===== src/rtl/line_frame_gen.sv =====
// Raster timing generator: walks pixel coordinates under a valid/ready handshake
// and emits one-cycle frameStart / newLine / endFrame strobes, all registered.
module line_frame_gen #(
  parameter int unsigned PIX_PER_LINE    = 32,
  parameter int unsigned LINES_PER_FRAME = 24,
  parameter int unsigned H_BLANK         = 4,
  parameter int unsigned V_BLANK         = 2
) (
  input  logic       clk,
  input  logic       rst,
  input  logic       gen_enb,
  input  logic       pix_ready,
  output logic       pix_valid,
  output logic [5:0] pix_x,
  output logic [4:0] pix_y,
  output logic       frameStart,
  output logic       newLine,
  output logic       endFrame
);

  localparam logic [1:0] S_IDLE   = 2'd0;
  localparam logic [1:0] S_ACTIVE = 2'd1;
  localparam logic [1:0] S_HBLANK = 2'd2;
  localparam logic [1:0] S_VBLANK = 2'd3;

  localparam logic [5:0] X_LAST = 6'(PIX_PER_LINE - 1);
  localparam logic [4:0] Y_LAST = 5'(LINES_PER_FRAME - 1);
  localparam logic [3:0] H_LAST = 4'(H_BLANK - 1);
  localparam logic [3:0] V_LAST = 4'(V_BLANK - 1);

  logic [1:0] state_q, state_d;
  logic [5:0] x_q, x_d;
  logic [4:0] y_q, y_d;
  logic [3:0] blk_q, blk_d;

  logic       pix_valid_q, pix_valid_d;
  logic [5:0] pix_x_q, pix_x_d;
  logic [4:0] pix_y_q, pix_y_d;
  logic       frame_start_q, frame_start_d;
  logic       new_line_q, new_line_d;
  logic       end_frame_q, end_frame_d;

  logic       accept;

  assign accept = pix_valid_q && pix_ready;

  always_comb begin
    state_d       = state_q;
    x_d           = x_q;
    y_d           = y_q;
    blk_d         = blk_q;
    pix_x_d       = pix_x_q;
    pix_y_d       = pix_y_q;
    frame_start_d = 1'b0;
    new_line_d    = 1'b0;
    end_frame_d   = 1'b0;

    if (!gen_enb) begin
      state_d = S_IDLE;
      x_d     = '0;
      y_d     = '0;
      blk_d   = '0;
      pix_x_d = '0;
      pix_y_d = '0;
    end else begin
      case (state_q)
        S_IDLE: begin
          state_d       = S_ACTIVE;
          x_d           = '0;
          y_d           = '0;
          blk_d         = '0;
          frame_start_d = 1'b1;
        end
        S_ACTIVE: begin
          if (accept) begin
            if (x_q == X_LAST) begin
              state_d    = S_HBLANK;
              x_d        = '0;
              blk_d      = '0;
              new_line_d = 1'b1;
            end else begin
              x_d = x_q + 6'd1;
            end
          end
        end
        S_HBLANK: begin
          if (blk_q == H_LAST) begin
            blk_d = '0;
            if (y_q == Y_LAST) begin
              state_d     = S_VBLANK;
              y_d         = '0;
              end_frame_d = 1'b1;
            end else begin
              state_d = S_ACTIVE;
              y_d     = y_q + 5'd1;
            end
          end else begin
            blk_d = blk_q + 4'd1;
          end
        end
        default: begin
          if (blk_q == V_LAST) begin
            blk_d         = '0;
            state_d       = S_ACTIVE;
            x_d           = '0;
            y_d           = '0;
            frame_start_d = 1'b1;
          end else begin
            blk_d = blk_q + 4'd1;
          end
        end
      endcase
    end

    // Visible coordinates track the counters only while active; otherwise they hold.
    if (state_d == S_ACTIVE) begin
      pix_x_d = x_d;
      pix_y_d = y_d;
    end
    pix_valid_d = (state_d == S_ACTIVE);
  end

  always_ff @(posedge clk or posedge rst) begin
    if (rst) begin
      state_q       <= S_IDLE;
      x_q           <= '0;
      y_q           <= '0;
      blk_q         <= '0;
      pix_valid_q   <= 1'b0;
      pix_x_q       <= '0;
      pix_y_q       <= '0;
      frame_start_q <= 1'b0;
      new_line_q    <= 1'b0;
      end_frame_q   <= 1'b0;
    end else begin
      state_q       <= state_d;
      x_q           <= x_d;
      y_q           <= y_d;
      blk_q         <= blk_d;
      pix_valid_q   <= pix_valid_d;
      pix_x_q       <= pix_x_d;
      pix_y_q       <= pix_y_d;
      frame_start_q <= frame_start_d;
      new_line_q    <= new_line_d;
      end_frame_q   <= end_frame_d;
    end
  end

  assign pix_valid  = pix_valid_q;
  assign pix_x      = pix_x_q;
  assign pix_y      = pix_y_q;
  assign frameStart = frame_start_q;
  assign newLine    = new_line_q;
  assign endFrame   = end_frame_q;

endmodule


===== config.mk =====
export PLATFORM = sky130hd
export DESIGN_NAME = line_frame_gen
export DESIGN_NICKNAME = d
export VERILOG_FILES = /design/src/rtl/line_frame_gen.sv
export SDC_FILE = /design/constraint.sdc
export NUM_CORES = 1
export LEC_CHECK = 0
export ABC_AREA = 1
export CAP_MARGIN = 40
export CORE_ASPECT_RATIO = 1.5
export CORE_UTILIZATION = 39
export DETAILED_ROUTE_END_ITERATION = 16
export HOLD_SLACK_MARGIN = 0.06
export PLACE_DENSITY_LB_ADDON = 0.3
export SKIP_CTS_REPAIR_TIMING = 1
export SLEW_MARGIN = 0
export SYNTH_ARGS = -nofsm -noshare
export SYNTH_HDL_FRONTEND = slang
export SYNTH_SLANG_ARGS = --single-unit

===== constraint.sdc =====
create_clock -name clk -period 3 [get_ports clk]
set_input_delay 0.3 -clock clk [delete_from_list [all_inputs] [get_ports clk]]
set_output_delay 0.3 -clock clk [all_outputs]
set_load 0.05 [all_outputs]

# After elaboration in Yosys (flattened, before gate mapping)
# Cells that the tools add are included.
[op_classes]
mux = 38
eq_ne = 10
add_sub_neg = 3
multipliers = 0
bitwise = 0
reduce_logical = 4
div_mod_pow = 0
order_cmp = 0
shifts = 0
[ops]
columns = ["operator", "n"]
rows = [
  ["$mux W6", 6],
  ["$mux W5", 6],
  ["$mux W4", 5],
  ["$pmux W6 S3", 1],
  ["$pmux W5 S3", 1],
  ["$mux W2", 6],
  ["$pmux W4 S3", 1],
  ["$mux W1", 10],
  ["$add A6 B1 Y6 const B", 1],
  ["$eq A6 B5 Y1 const B", 1],
  ["$ne A3 B3 Y1 const B", 2],
  ["$pmux W2 S3", 1],
  ["$add A5 B1 Y5 const B", 1],
  ["$eq A5 B5 Y1 const B", 1],
  ["$add A4 B1 Y4 const B", 1],
  ["$eq A2 B1 Y1 const B", 2],
  ["$eq A4 B1 Y1 const B", 1],
  ["$eq A4 B2 Y1 const B", 1],
  ["$eq A2 B2 Y1 const B", 1],
  ["$logic_not A2 Y1", 1],
  ["$ne A2 B1 Y1 const B", 1],
  ["$pmux W1 S2", 1],
  ["$reduce_and A2 Y1", 1],
  ["$reduce_or A2 Y1", 1],
  ["$logic_and A1 B1 Y1", 1],
]
[word_totals]
reg_bits = 32
latch_bits = 0
ram_bits = 0
mem_bits_ro = 0
n_memories = 0

# Logic depth before layout (Yosys ltp)
# Gate-level depths: netlist of the first run.
[depth]
word_depth = 7
ltp_mapped = 12
mapped_depth_nobuf = 11

# Worst setup path after synthesis of the first run
# OpenSTA, ideal clock, no wires.
[synth_path]
path_type = "reg-to-reg"
from = "register pix_valid_q (netlist: pix_valid)"
to = "register pix_x_q[0] (netlist: pix_x[0])"
synth_period_minus_slack_ns = 1.688
path_buffers = 1
stages_incl_launch_ff = 11
slack_ns = 1.312
setup_ns = 0.118
arrival_time_ns = 1.571
path_cell_list = "dfrtp_1 -> nand2_1 -> inv_2 -> nand3_2 -> nor2_2 -> nand2_2 -> nand2_1 -> nor2_4 -> buf_6 -> nand3_1 -> nand2_1"
[synth_via]
elab_chain_cells = 6
[synth_lines]
columns = ["item", "line_no", "rtl"]
rows = [
  ["from (decl)", "36", "logic pix_valid_q, pix_valid_d;"],
  ["from (signal assigned)", "140", "pix_valid_q <= pix_valid_d;"],
  ["$logic_and A1 B1 Y1 (*)", "45", "assign accept = pix_valid_q && pix_ready;"],
  ["$mux W2 (*)", "75", "if (accept) begin"],
  ["$pmux W2 S3 (*)", "66", "case (state_q)"],
  ["$mux W2 (*)", "58", "if (!gen_enb) begin"],
  ["$eq A2 B1 Y1 (*)", "n/a", ""],
  ["via pix_valid_d", "36", ""],
  ["$ne A2 B1 Y1 (no line) or $mux W6 (tied branches)", "n/a", ""],
  ["to (signal assigned)", "141", "pix_x_q <= pix_x_d;"],
  ["to (decl)", "37", "logic [5:0] pix_x_q, pix_x_d;"],
]
# The timed path passes the listed nets; every way through them passes the cells marked *.
# A chain may end at the register's enable or synchronous reset.

# Final worst setup path of the first run
[layout_path]
from = "register pix_x_q[4] (netlist: pix_x[4])"
to = "output port pix_x[4]"
[layout_lines]
columns = ["item", "line_no", "rtl"]
rows = [
  ["to (decl)", "14", "output logic [5:0] pix_x,"],
]
# No word-level cell between the ends.

==> results of run 1 <==
==> report_power, final <==
part	internal [mW]	switching, mW	leakage (nW)
clock	0.204	0.153	0.0503
combinational	0.0134	0.0352	0.653
sequential	0.435	0.00201	0.441
total	0.652	0.190	1.14
==> registers in the layout (all words and copies together) (netlist names) <==
| register | flops |
|---|---|
| endFrame | 1 |
| state_q | 2 |
| pix_x | 6 |
| pix_valid | 1 |
| pix_y | 5 |
| blk_q | 4 |
| x_q | 6 |
| y_q | 5 |
| newLine | 1 |
| frameStart | 1 |
==> layer usage <==
layer	vias to the layer above	share of wire (%)
met3	7	2.5
met5	-	0
met1	689	44
li1	788	-
met2	18	51
met4	0	1.9
==> through the flow <==
step	std cells	hold WS, ns
3_3_place_gp	301	0.457
5_1_grt	308	0.498
3_5_place_dp	301	0.464
4_1_cts	308	0.484
6_report	308	0.463
2_1_floorplan	238	0.416
==> layout by cell type, fill, tap and decap left out <==
master / n
sky130_fd_sc_hd__nand2_1: 86
sky130_fd_sc_hd__dfrtp_1: 32
sky130_fd_sc_hd__nand3_1: 29
sky130_fd_sc_hd__inv_1: 25
sky130_fd_sc_hd__clkdlybuf4s50_1: 18
sky130_fd_sc_hd__nor2_1: 8
sky130_fd_sc_hd__clkbuf_8: 7
sky130_fd_sc_hd__inv_2: 6
sky130_fd_sc_hd__nand2_4: 5
sky130_fd_sc_hd__ha_1: 5
sky130_fd_sc_hd__nor2_2: 4
sky130_fd_sc_hd__nor2_4: 3
sky130_fd_sc_hd__nand2_2: 3
sky130_fd_sc_hd__nand4_1: 3
sky130_fd_sc_hd__a21oi_1: 3
sky130_fd_sc_hd__nor3_1: 2
sky130_fd_sc_hd__o21ai_0: 2
sky130_fd_sc_hd__xor2_1: 2
sky130_fd_sc_hd__o21ai_1: 2
sky130_fd_sc_hd__o22ai_1: 2
sky130_fd_sc_hd__buf_4: 2
sky130_fd_sc_hd__nand3_2: 1
sky130_fd_sc_hd__clkinv_1: 1
sky130_fd_sc_hd__clkinv_4: 1
sky130_fd_sc_hd__inv_6: 1
sky130_fd_sc_hd__a21oi_2: 1
sky130_fd_sc_hd__inv_4: 1
sky130_fd_sc_hd__o21bai_1: 1
sky130_fd_sc_hd__a21o_1: 1
sky130_fd_sc_hd__nor4_1: 1
sky130_fd_sc_hd__o2bb2ai_1: 1
sky130_fd_sc_hd__a22oi_1: 1
==> cell type report <==
| class | count | area, um^2 |
|---|---|---|
| fillers | 447 | 2360 |
| multi-input cells | 166 | 845 |
| flip-flops and latches | 32 | 801 |
| repair buffers | 20 | 195 |
| inverters | 35 | 144 |
| clock buffers | 7 | 96.3 |
| well taps | 48 | 60.1 |
==> worst min-delay path by stage <==
stage             start       end  slack (ns)
2_1_floorplan       rst  blk_q[0]        0.42
4_1_cts        pix_y[1]  pix_y[1]        0.48
3_3_place_gp   pix_y[0]  pix_y[0]        0.46
5_1_grt        pix_y[2]  pix_y[2]        0.50
6_report            rst  pix_x[4]        0.46
3_5_place_dp   pix_y[1]  pix_y[1]        0.46
==> cell families after synthesis <==
logic type | synth area share [%]
compound gates | 4.78
xor+xnor | 0.956
fa+ha+maj | 3.41
buf+inv | 10.2
flops | 43.7
simple gates | 36.9
==> results by group, run 1 <==
Outcome
  – Outcome: completed

Worst setup path
  – Data required, critical path: 2.70 ns
  – Critical-path maximum fanout: 2
  – Startpoint type of the worst setup path: flop
  – CP startpoint: pix_x[4]
  – Reg-to-reg setup timing slack: 1.41 ns
  – Worst path top cell family by delay: buffers and inverters
  – Critical path class: flop to primary output
  – Total number of cells along the worst setup path: 1
  – Critical path data arrival time: 1.44 ns
  – Worst Path Buf+Inv: 1
  – Critical Path, Cell by Cell: clkdlybuf4s50_1
  – Cell depth of the worst flop-to-flop path: 9
  – Cell with the largest stage delay on the worst path: sky130_fd_sc_hd__clkdlybuf4s50_1
  – Maximum single-stage delay on the critical path: 0.81 ns
  – Reg-to-Reg End: pix_x[1]
  – Reg-to-Reg Start: blk_q[1]
  – Last element of the critical path: pix_x[4]
  – Capturing element type of the critical path: primary output

Detailed routing
  – Pre-antenna DRT Iters: 4
  – Final ANT Viol Nets: 0
  – Drc violations: 0
  – Detailed-route via count: 1,502
  – Average vias per placed instance: 4.88
  – Final routed wirelength across all metal layers: 3610 um
  – Iter 0 DRT Violations: 32
  – Wire per inst: 11.7 um

Die
  – Die Wd: 58.0 um
  – Die Span Y: 86.0 um
  – Number of top-level pins: 19
  – Core ar.: 4500 um^2
  – Starting density of the core: 40.7%
  – Cell Rows: 30
  – Die ar.: 4980 um^2

STA
  – Worst-case setup margin in the final layout: 1.26 ns
  – Max-Slew Margin vs Limit: 47.4%
  – Slew at the pin closest to its max-slew limit: 0.788 ns
  – Post-layout minimum cycle time: 1.74 ns
  – Setup total negative slack: 0 ns
  – Max-slew violation count: 0
  – Fmax achieved: 573 MHz
  – Clk_skew: 0.00342 ns
  – Number of endpoints with negative hold slack in the final report: 0
  – Final setup violation count: 0
  – Unrepaired setup endpoints after global routing: false
  – Post-route clock period utilization: 58.2%

Layout
  – Layout-stage area growth over the synthesis result: 16.8%
  – Diode insertion count for antenna repair: 0
  – Fraction of final layout cells sized beyond drive strength 1: 13.5%
  – Total non-filler cell area in the finished layout: 2140 um^2
  – Core utilization of the finished layout: 47.5%
  – Post-layout net count: 269

Logic synthesis
  – Number of instances in the synthesized netlist: 238
  – Main flop type after synthesis: sky130_fd_sc_hd__dfrtp_1
  – Most frequent cell after synthesis: sky130_fd_sc_hd__nand2_1
  – Number of nets in the synthesized netlist: 247
  – Count of different cell masters after synthesis: 31
  – Yosys warns: 0
  – Area of the mapped netlist: 1830 um^2
  – Mean post-synth cell area: 7.70 um^2
  – Number of synthesized flops with an enable pin: 0
  – Proportion of synthesized chip area in sequential cells: 43.7%
  – Top area cells in the synthesized netlist: sky130_fd_sc_hd__dfrtp_1 (44%), sky130_fd_sc_hd__nand2_1 (18%), sky130_fd_sc_hd__nand3_1 (7.9%)
  – Post-synth top area share: 43.7%
  – Async S/R FF share, synth: 100%
  – Flop and latch count out of synthesis: 32
  – Cell type with the highest aggregate area in the netlist: sky130_fd_sc_hd__dfrtp_1
  – Leading post-synthesis cells by instance count: sky130_fd_sc_hd__nand2_1 (86), sky130_fd_sc_hd__dfrtp_1 (32), sky130_fd_sc_hd__nand3_1 (29)

Placed design
  – Cell area reported after detailed placement: 2040 um^2
  – Count of input and output buffers: 18
  – Worst setup slack before clock tree synthesis: 1.07 ns
  – HPWL reported at the end of detailed placement: 2700 um
  – Weighted congestion at the end of routability-driven global placement: 0.816

CTS
  – Maximum buffer depth of the clock tree: 2
  – Clock Sink Count: 32
  – Clock latency on the worst-skew pair: 0.28 ns
  – CTS tree: done
  – TritonCTS buffer count: 5
  – Clock root cell: sky130_fd_sc_hd__clkbuf_8
  – Max H-tree Level: 2
  – CTS clock-pin slew for the worst setup and hold paths: 0.07 ns

Global routing
  – Routing usage on met3: 3.62%
  – Gr ovfl total: 0
  – Vias in the first global route: 1,426
  – Initial antenna violation count: 0
  – Global Route Usage Sum: 16.4%
  – Maximum number of pins on one net before global-route repair: 23
  – Met2 Track Usage GR: 29.5%
  – Most congested layer reported by global routing: met2
  – First-pass GRT wire length: 6320 um
  – Met1 GRT Util: 18.2%

Min path
  – Type of the worst min-delay path: primary input to asynchronous set/reset pin

Power and ir drop
  – Leak Pwr: 1.14 nW
  – Total power divided by cell area: 393 nW/um^2
  – IR Drop Worst-Case VDD: 0.219 mV
  – Total design power: 0.842 mW

Run
  – Maximum Capacitance Violations: 0
(Power assumes the default switching activity.)
==> run 2, diff against run 1 <==
==> constraint.sdc (replaced) <==
create_clock -name clk -period 1.7 [get_ports clk]
set_input_delay 0.17 -clock clk [delete_from_list [all_inputs] [get_ports clk]]
set_output_delay 0.17 -clock clk [all_outputs]
set_load 0.05 [all_outputs]
==> run 2 against run 1 <==
First-iteration DRC count decreased by 41%. Cell count increased by 0.65%. Via count increased by 0.13%. Register-to-register slack got worse by 1.3 ns.
==> results by group, run 2 (synthesized netlist as in run 1, its figures left out) <==
Min path
  – Type of the worst min-delay path: primary input to asynchronous set/reset pin

Global routing
  – Vias in the first global route: 1,423
  – Gr ovfl total: 0
  – Maximum number of pins on one net before global-route repair: 33
  – Initial antenna violation count: 0
  – First-pass GRT wire length: 6390 um
  – Global Route Usage Sum: 16.9%

Worst setup path
  – Critical Path, Cell by Cell: clkdlybuf4s50_1
  – Cell depth of the worst flop-to-flop path: 10
  – Capturing element type of the critical path: primary output
  – Data required, critical path: 1.53 ns
  – Reg-to-reg setup timing slack: 0.14 ns
  – Critical path class: flop to primary output
  – Startpoint type of the worst setup path: flop
  – Cell with the largest stage delay on the worst path: sky130_fd_sc_hd__clkdlybuf4s50_1
  – Reg-to-Reg End: pix_x[3]
  – Worst Path Buf+Inv: 1
  – Worst path top cell family by delay: buffers and inverters
  – Reg-to-Reg Start: y_q[0]
  – Critical-path maximum fanout: 2
  – Maximum single-stage delay on the critical path: 0.81 ns
  – Critical path data arrival time: 1.44 ns

Layout
  – Final-layout fill cell count: 470
  – Layout-stage area growth over the synthesis result: 17.5%
  – Core utilization of the finished layout: 47.8%
  – Post-layout net count: 271
  – Fraction of final layout cells sized beyond drive strength 1: 14.5%
  – Diode insertion count for antenna repair: 0
  – Commonest cells after routing, fill and taps aside: sky130_fd_sc_hd__nand2_1 (86), sky130_fd_sc_hd__dfrtp_1 (32), sky130_fd_sc_hd__nand3_1 (29)
  – Most common cell after layout, fill and taps aside: sky130_fd_sc_hd__nand2_1

STA
  – Worst-case setup margin in the final layout: 0.0915 ns
  – Number of endpoints with negative hold slack in the final report: 0
  – Max-slew violation count: 0
  – Max-Slew Margin vs Limit: 66.6%
  – Post-route clock period utilization: 94.6%
  – Fmax achieved: 622 MHz
  – Final setup violation count: 0
  – Setup total negative slack: 0 ns
  – Clk_skew: 0.00352 ns
  – Slew at the pin closest to its max-slew limit: 0.499 ns
  – Post-layout minimum cycle time: 1.61 ns
  – Unrepaired setup endpoints after global routing: false

Die
  – Core ar.: 4500 um^2
  – Number of top-level pins: 19
  – Starting density of the core: 40.7%
  – Cell Rows: 30
  – Die ar.: 4980 um^2
  – Die Span Y: 86.0 um
  – Die Wd: 58.0 um

CTS
  – Max H-tree Level: 2
  – TritonCTS buffer count: 5
  – Clock root cell: sky130_fd_sc_hd__clkbuf_8
  – CTS tree: done
  – CTS clock-pin slew for the worst setup and hold paths: 0.07 ns
  – Maximum buffer depth of the clock tree: 2
  – Clock Sink Count: 32
  – Clock latency on the worst-skew pair: 0.28 ns

Run
  – Maximum Capacitance Violations: 0

Placed design
  – Worst setup slack before clock tree synthesis: 0.0387 ns
  – HPWL reported at the end of detailed placement: 2640 um
  – Weighted congestion at the end of routability-driven global placement: 0.832
  – Count of input and output buffers: 18

Detailed routing
  – Iter 0 DRT Violations: 19
  – Detailed-route via count: 1,504
  – Pre-antenna DRT Iters: 4
  – Average vias per placed instance: 4.85
  – Drc violations: 0
  – Final ANT Viol Nets: 0
  – Wire per inst: 11.6 um
  – Final routed wirelength across all metal layers: 3590 um

Power and ir drop
  – Leak Pwr: 1.16 nW
  – Total power divided by cell area: 692 nW/um^2
  – IR Drop Worst-Case VDD: 0.512 mV

Outcome
  – Outcome: completed
run 2: changes by cell type in the layout (fill, tap and decap cells not counted), sizes merged:
| cell | before | now |
|---|---|---|
| buf | 2 | 5 |
| clkdlybuf4s50 | 18 | 17 |
run 2: how the worst max path moves through the flow:
stage	start	cells after the start	end	slack, ns
after detailed placement	pix_ready	11	pix_y[3]	0.04
after global placement	pix_ready	11	pix_y[3]	0.04
after global routing	y_q[0]	10	pix_x[1]	0.001
after CTS	pix_y[4]	1	pix_y[4]	0.08
final	pix_y[4]	1	pix_y[4]	0.09
after floorplan	pix_valid	10	pix_x[0]	0.01
run 2: power breakdown:
group / switching, mW / total [mW] / internal (mW)
clock: 0.270 / 0.631 / 0.360
sequential: 0.00350 / 0.770 / 0.767
combinational: 0.0633 / 0.0886 / 0.0253
total: 0.337 / 1.49 / 1.15
run 2: cell type report:
cell class                      instances  area (um^2)  share of cell area (%)
Clock buffer                            7         96.3                    4.47
Sequential cell                        32          801                    37.2
Multi-Input combinational cell        166          845                    39.2
Tap cell                               48         60.1                    2.79
Inverter                               35          144                    6.68
Timing Repair Buffer                   22          208                    9.65
run 2: metal layers:
metal	part of all wire (%)	track usage [%]	routed length [um]	vias to the layer above
met4	3.4	8.66	121	0
li1	-	-	-	795
met2	48	27.3	1730	27
met1	45	21.0	1630	672
met3	3.1	3.62	112	10
met5	0	0	0	-
run 2: stage by stage:
| stage | std cells | total power, mW | hold slack, ns | area, um^2 |
|---|---|---|---|---|
| floorplan | 238 | 0.845 | 0.286 | 1830 |
| global placement | 303 | 0.874 | 0.465 | 2060 |
| detailed placement | 303 | 0.875 | 0.464 | 2060 |
| CTS | 310 | 1.51 | 0.286 | 2150 |
| global route | 310 | 1.55 | 0.330 | 2150 |
| finish | 310 | 1.49 | 0.278 | 2150 |
